File: config.mk
export PLATFORM = sky130hd
export DESIGN_NAME = subleq_mem_arbiter
export DESIGN_NICKNAME = d
export VERILOG_FILES = /design/src/rtl/subleq_pkg.sv /design/src/rtl/arb_rr2.sv /design/src/rtl/subleq_mem_arbiter.sv
export SDC_FILE = /design/constraint.sdc
export NUM_CORES = 1
export LEC_CHECK = 0
export CELL_PAD_IN_SITES_DETAIL_PLACEMENT = 1
export CELL_PAD_IN_SITES_GLOBAL_PLACEMENT = 2
export CORE_MARGIN = 4
export CORE_UTILIZATION = 24
export CTS_BUF_LIST = sky130_fd_sc_hd__clkbuf_4
export DETAILED_ROUTE_END_ITERATION = 16
export GPL_ROUTABILITY_DRIVEN = 0
export MAX_ROUTING_LAYER = met4
export PLACE_DENSITY_LB_ADDON = 0.1
export REMOVE_ABC_BUFFERS = 1
export SLEW_MARGIN = 20
export SYNTH_ARGS = -nofsm -noshare
export SYNTH_HDL_FRONTEND = slang
export SYNTH_HIERARCHICAL = 1
export SYNTH_SLANG_ARGS = --single-unit
File: constraint.sdc
create_clock -name iClock -period 3.95 [get_ports iClock]
set_input_delay 0.395 -clock iClock [delete_from_list [all_inputs] [get_ports iClock]]
set_output_delay 0.395 -clock iClock [all_outputs]
set_load 0.02 [all_outputs]
File: src/rtl/subleq_pkg.sv
// Shared types and constants for the SUBLEQ machine's memory arbitration logic.
package subleq_pkg;

    typedef enum logic [1:0] {
        IDLE,
        ACCESS,
        RESP
    } mem_arb_state_t;

    localparam logic OWNER_CPU = 1'b0;
    localparam logic OWNER_DBG = 1'b1;

endpackage

File: src/rtl/arb_rr2.sv
// Two-way round-robin pick between the CPU and debug requesters.
module arb_rr2
    import subleq_pkg::*;
(
    input  logic req_cpu,
    input  logic req_dbg,
    input  logic last_owner,
    output logic grant,
    output logic owner
);

    always_comb begin
        grant = req_cpu | req_dbg;
        owner = OWNER_DBG;
        if (req_cpu && req_dbg) begin
            // On a tie the requester that did not win last time goes next.
            owner = (last_owner == OWNER_DBG) ? OWNER_CPU : OWNER_DBG;
        end else if (req_cpu) begin
            owner = OWNER_CPU;
        end
    end

endmodule

File: src/rtl/subleq_mem_arbiter.sv
// Shares the single-port word RAM between the SUBLEQ core and the debug/loader port.
module subleq_mem_arbiter
    import subleq_pkg::*;
#(
    parameter int unsigned ADDR_W  = 8,
    parameter int unsigned DATA_W  = 32,
    parameter int unsigned STALL_W = 16
) (
    input  logic               iClock,
    input  logic               iReset,
    input  logic               iCpuReq,
    input  logic               iCpuWe,
    input  logic [ADDR_W-1:0]  iCpuAddr,
    input  logic [DATA_W-1:0]  iCpuWData,
    output logic               oCpuAck,
    output logic [DATA_W-1:0]  oCpuRData,
    input  logic               iDbgReq,
    input  logic               iDbgWe,
    input  logic [ADDR_W-1:0]  iDbgAddr,
    input  logic [DATA_W-1:0]  iDbgWData,
    output logic               oDbgAck,
    output logic [DATA_W-1:0]  oDbgRData,
    input  logic               iHalt,
    output logic [ADDR_W-1:0]  oMemAddr,
    output logic               oMemWe,
    output logic [DATA_W-1:0]  oMemWData,
    input  logic [DATA_W-1:0]  iMemRData,
    output logic               oOwner,
    output logic               oBusy,
    output logic [STALL_W-1:0] oStall
);

    mem_arb_state_t     state_q, state_d;
    logic [ADDR_W-1:0]  mem_addr_q, mem_addr_d;
    logic [DATA_W-1:0]  mem_wdata_q, mem_wdata_d;
    logic               mem_we_q, mem_we_d;
    logic               owner_q, owner_d;
    logic               busy_q, busy_d;
    logic               cpu_ack_q, cpu_ack_d;
    logic               dbg_ack_q, dbg_ack_d;
    logic [DATA_W-1:0]  cpu_rdata_q, cpu_rdata_d;
    logic [DATA_W-1:0]  dbg_rdata_q, dbg_rdata_d;
    logic [STALL_W-1:0] stall_q, stall_d;

    logic grant;
    logic win_owner;

    arb_rr2 u_arb (
        .req_cpu    (iCpuReq & ~iHalt),
        .req_dbg    (iDbgReq),
        .last_owner (owner_q),
        .grant      (grant),
        .owner      (win_owner)
    );

    always_comb begin
        state_d     = state_q;
        mem_addr_d  = mem_addr_q;
        mem_wdata_d = mem_wdata_q;
        mem_we_d    = 1'b0;
        owner_d     = owner_q;
        cpu_ack_d   = 1'b0;
        dbg_ack_d   = 1'b0;
        cpu_rdata_d = cpu_rdata_q;
        dbg_rdata_d = dbg_rdata_q;
        stall_d     = stall_q;

        unique case (state_q)
            IDLE: begin
                if (grant) begin
                    state_d = ACCESS;
                    owner_d = win_owner;
                    if (win_owner == OWNER_CPU) begin
                        mem_addr_d  = iCpuAddr;
                        mem_wdata_d = iCpuWData;
                        mem_we_d    = iCpuWe;
                    end else begin
                        mem_addr_d  = iDbgAddr;
                        mem_wdata_d = iDbgWData;
                        mem_we_d    = iDbgWe;
                    end
                end
            end
            ACCESS: begin
                // Read data is sampled here so it and the ack appear together in RESP.
                state_d = RESP;
                if (owner_q == OWNER_CPU) begin
                    cpu_ack_d   = 1'b1;
                    cpu_rdata_d = iMemRData;
                end else begin
                    dbg_ack_d   = 1'b1;
                    dbg_rdata_d = iMemRData;
                end
            end
            RESP: begin
                state_d = IDLE;
            end
            default: begin
                state_d = IDLE;
            end
        endcase

        busy_d = (state_d != IDLE);

        if (iCpuReq && !cpu_ack_q && (stall_q != {STALL_W{1'b1}})) begin
            stall_d = stall_q + 1'b1;
        end
    end

    always_ff @(posedge iClock) begin
        if (!iReset) begin
            state_q     <= IDLE;
            mem_addr_q  <= '0;
            mem_wdata_q <= '0;
            mem_we_q    <= 1'b0;
            owner_q     <= OWNER_DBG;
            busy_q      <= 1'b0;
            cpu_ack_q   <= 1'b0;
            dbg_ack_q   <= 1'b0;
            cpu_rdata_q <= '0;
            dbg_rdata_q <= '0;
            stall_q     <= '0;
        end else begin
            state_q     <= state_d;
            mem_addr_q  <= mem_addr_d;
            mem_wdata_q <= mem_wdata_d;
            mem_we_q    <= mem_we_d;
            owner_q     <= owner_d;
            busy_q      <= busy_d;
            cpu_ack_q   <= cpu_ack_d;
            dbg_ack_q   <= dbg_ack_d;
            cpu_rdata_q <= cpu_rdata_d;
            dbg_rdata_q <= dbg_rdata_d;
            stall_q     <= stall_d;
        end
    end

    assign oMemAddr  = mem_addr_q;
    assign oMemWData = mem_wdata_q;
    assign oMemWe    = mem_we_q;
    assign oOwner    = owner_q;
    assign oBusy     = busy_q;
    assign oCpuAck   = cpu_ack_q;
    assign oDbgAck   = dbg_ack_q;
    assign oCpuRData = cpu_rdata_q;
    assign oDbgRData = dbg_rdata_q;
    assign oStall    = stall_q;

endmodule

# Yosys cells after proc, flatten, opt, wreduce, memory -nomap -nowiden
# Index checks and enable logic that the tools add are counted.
dict set report op_classes {
  n_eq_ne 2
  reduce_logical 11
  mux 9
  bitwise 4
  n_addsub 1
}
# operator n
set op_table {}
lappend op_table {{32-bit two-way mux} 1}
lappend op_table {{16-bit by 1-bit adder with 16-bit output, second input constant} 1}
lappend op_table {{16-bit != test, second input constant} 1}
lappend op_table {{8-bit two-way mux} 1}
lappend op_table {{2-bit AND reduction} 4}
lappend op_table {{1-bit two-way mux} 5}
lappend op_table {{2-bit one-hot mux with 2 select lines} 1}
lappend op_table {{1-bit logical AND} 3}
lappend op_table {{3-bit AND reduction} 1}
lappend op_table {{2-bit by 1-bit == test with 1-bit output, second input constant} 1}
lappend op_table {{2-bit logical NOT} 1}
lappend op_table {{2-bit two-way mux} 1}
lappend op_table {{1-bit NOT} 2}
lappend op_table {{2-bit nonzero test} 1}
lappend op_table {{1-bit bitwise AND} 1}
lappend op_table {{1-bit logical NOT} 1}
lappend op_table {{1-bit bitwise OR} 1}
dict set report word_totals {
  elab_cells 38
  ff_bits 127
  in_bits 119
  output_inout_bits 125
}

# Longest topological paths before layout
dict set report depth {
  depth_word 6
  ltp_mapped 7
  depth_no_buf 5
}

# Modules after synthesis
# The synthesis kept the hierarchy.
# mod cells_each n_inst area_per_inst_um2 seq_area_each_um2
set modules_own_cells {}
lappend modules_own_cells {subleq_mem_arbiter 582 1 4974.8 2542.4}
lappend modules_own_cells {arb_rr2 3 1 15.0 0.0}

# Worst setup path before layout
# No wires, ideal clock.
dict set report synth_timing {
  path_kind {register -> register}
  startpoint {register stall_q[5], in the netlist oStall[5]}
  endpoint {register stall_q[15], in the netlist oStall[15]}
  setup_ps 70
  period_less_slack_ps 1933
  n_path_buf 1
  path_stages_with_launch 6
  t_required_ps 3880
  arrival_ps 1863
  setup_slack_ps 2017
  cell_sequence {dfxtp_1 -> nand3_2 -> or4_1 -> buf_2 -> or4_1 -> a21oi_1}
}
dict set report synth_between {
  elab_chain_cells 2
  elab_cells_between_ends 3
  cone_classes {add/sub: 1; eq/ne: 1; reduce/logical: 1}
}
# element line_no
set synth_lines {}
lappend synth_lines {{start: declaration} subleq_mem_arbiter.sv:43} ;# logic [STALL_W-1:0] stall_q, stall_d;
lappend synth_lines {{start signal: assignment} subleq_mem_arbiter.sv:134} ;# stall_q <= stall_d;
lappend synth_lines {{parallel branches: the longest is 2 deep, another holds 16-bit by 1-bit adder with 16-bit output} -}
# Several ways; the timed one is not identified.
# A chain may end at the register's enable or synchronous reset.

# Worst setup path after layout
dict set report layout_timing {
  startpoint {register stall_q[7], in the netlist oStall[7]}
  endpoint {output oStall[7]}
}
# element line_no
set layout_rtl {}
lappend layout_rtl {{end: declaration} subleq_mem_arbiter.sv:30} ;# output logic [STALL_W-1:0] oStall
# No word-level cell between the ends.

==> impl_metrics.ini <==
[routing]
ant_nets = 0
drt_iter0_markers = 144
routed_wl_um = 18630
routed_via_density = 4.649
drc = 0
drt_first_pass_iters = 4
routedWlPerCell_um = 17.00
vias = 5095

[placed_design]
io_buffer_count = 243
dp_hpwl_um = 13350
dp_cells = 1062
post-place-ws_ns = 1.483

[sta]
fin_skew_ns = 0.01957
finalHoldViolCount = 0
relSlewSlack = 0.4691
min_period_ns = 2.228
max_freq_mhz = 448.8
whs_ns = 0.4325
rsz0062_at_grt = no
finalSetupViolations = 0
maxSlewViolCount = 0
tns_ns = 0
final.period_utilization = 0.5641
setup_slack_ns = 1.722
worst_pin_slew_ns = 0.7903

[synthesis]
ys_types = 41
synth.ff_latch_count = 127
seq_area_frac_synth = 0.5095
ys_async_sr_fraction = 0
syn_area_per_cell_sq_um = 8.530
syn_inst = 585
yosys_warnings = 6
synthFlopType = dfxtp_1
synth-edff-count = 0
syn_area_sq_mm = 0.004990

[worst_setup_path]
crit_slowest_cell = clkdlybuf4s50_1
crit_chain = clkdlybuf4s50_1
critPathKind = reg2out
crit_fanout = 12
rrSetupSlack_ns = 1.90
start_kind = register
required_ns = 3.56
cp-end-kind = output port
worstPathArrival_ns = 1.83
critPathTopFamily = buffers and inverters
slowest_delay_ns = 0.69
crit_buf_inv = 1

[power]
p_int_mw = 2.163
powerDensity_mw_per_mm2 = 377.0
power_switching_mw = 0.8599
leakagePower_nw = 2.922
switching_share = 0.2844
seqPwrFrac = 0.462
ir_drop_mv = 0.1613
combinationalPowerShare = 0.196
p_clk_frac = 0.342

[floorplanning]
dieArea_sq_mm = 0.02316
start_util = 0.2450
die_y_um = 152.2
die_w_um = 152.2
io_pins = 244
rows = 52
core_sq_mm = 0.02036

[clocking]
numCtsBuffers = 17
cts.sinks = 127
clk_latency_ns = 0.53
cts_setup_buffers = 0
root_buffer = clkbuf_4
cts_tree = yes
htree_num_levels = 4
hold_buffers = 0
cts.path.max_buffers = 2
cts_resized = 0
clk_pin_slew_worst_paths_ns = 0.13

[cells_and_area]
drive_gt1_frac = 0.06432
nFillCells = 2384
final_common_cell = clkdlybuf4s50_1
syn_to_final_growth_pct = 60.73
final_cell_mix = clkdlybuf4s50_1 (243), nand2_1 (135), dfxtp_1 (127), a21oi_1 (77), nor2_1 (43)
stdcell_count = 1096
finalNetCount = 931

[global_routing]
grt_pass1_vias = 5659
grt_max_degree = 83
grt_usage = 0.1648
grt_pass1_wl_um = 29790
grt-ovfl-total = 0
antenna_found_initial = 1

[outcome]
status = complete, no violations

[hold_path]
hold_class = in2reg

[run]
maxCapViolations = 0
## cells by family (layout without fill, tap and decap cells)
group,Yosys count,after routing,share of synthesized area
AO/OA/AOI/OAI,136,136,0.1630
buffers and inverters,50,289,0.03811
AND/OR/NAND/NOR,228,228,0.2009
other,0,2,0
flip-flops,127,127,0.5095
multiplexers,42,42,0.08425
adder cells (fa/ha/maj),1,1,0.002507
XOR/XNOR,1,1,0.001756
## power by group through the flow
stage          logic [mW]  registers [mW]  clock network, mW
6_report            0.594            1.40               1.03
5_1_grt             0.647            1.41               1.13
4_1_cts             0.607            1.40               1.08
3_5_place_dp        0.605            1.42                  0
3_3_place_gp        0.596            1.42                  0
2_1_floorplan       0.186            1.51                  0
## synthesized netlist by cell type (2+ instances only)
cell      count  area, sq um
nand2_1     135        506.7
dfxtp_1     127         2542
o21ai_0       7        35.03
or2_2         3        18.77
nand4_1       6        37.54
nor3_1        5        25.02
and3_1        2        12.51
and2_1        3        18.77
a21oi_1      77        385.4
nand3_1       4        20.02
clkbuf_1     37        138.9
nor2b_1       4        25.02
buf_1         6        22.52
nor2_1       43        161.4
o31ai_1       7        52.55
or3_1         2        12.51
inv_1         5        18.77
mux2i_1      42        420.4
a211oi_1     40        300.3
or4_1         9        67.56
## layout make-up
| class | instances | area, sq um | area share |
|---|---|---|---|
| Multi-Input combinational cell | 408 | 2276 | 0.2838 |
| Clock buffer | 18 | 135.1 | 0.01685 |
| Tap cell | 270 | 337.8 | 0.04212 |
| Timing Repair Buffer | 252 | 2512 | 0.3133 |
| Inverter | 5 | 20.02 | 0.002496 |
| Clock inverter | 14 | 191.4 | 0.02387 |
| Antenna cell | 2 | 5.005 | 0.0006240 |
| Sequential cell | 127 | 2542 | 0.3170 |
## metrics by stage
step / utilization / instance area, sq um / total power, mW
6_report: 0.3938 / 8020 / 3.023
5_1_grt: 0.3937 / 8018 / 3.182
4_1_cts: 0.3936 / 8015 / 3.082
3_5_place_dp: 0.3776 / 7689 / 2.030
3_3_place_gp: 0.3776 / 7689 / 2.016
2_1_floorplan: - / 4818 / 1.695
## final timing paths
check	start	to	depth (start not counted)
worst max-delay path	oStall[7]	oStall[7]	1
worst max register to register	oStall[0]	oStall[12]	5
worst min register to register	oCpuRData[13]	oCpuRData[13]	2
worst min-delay path	iMemRData[23]	oCpuRData[23]	3
## layer usage
layer / share of wire / GRT usage / routed length [um]
met5: 0 / - / 0
met4: 0.015 / 0.05779 / 288
met2: 0.48 / 0.2703 / 8980
met3: 0.085 / 0.06759 / 1577
met1: 0.42 / 0.1811 / 7784
## sequential cells by signal (all words and copies together), names as in the netlist
name	count
oMemAddr	8
oMemWe	1
oOwner	1
oCpuRData	32
oDbgAck	1
oStall	16
state_q	2
oDbgRData	32
oCpuAck	1
oMemWData	32
oBusy	1
(Power assumes the default switching activity.)
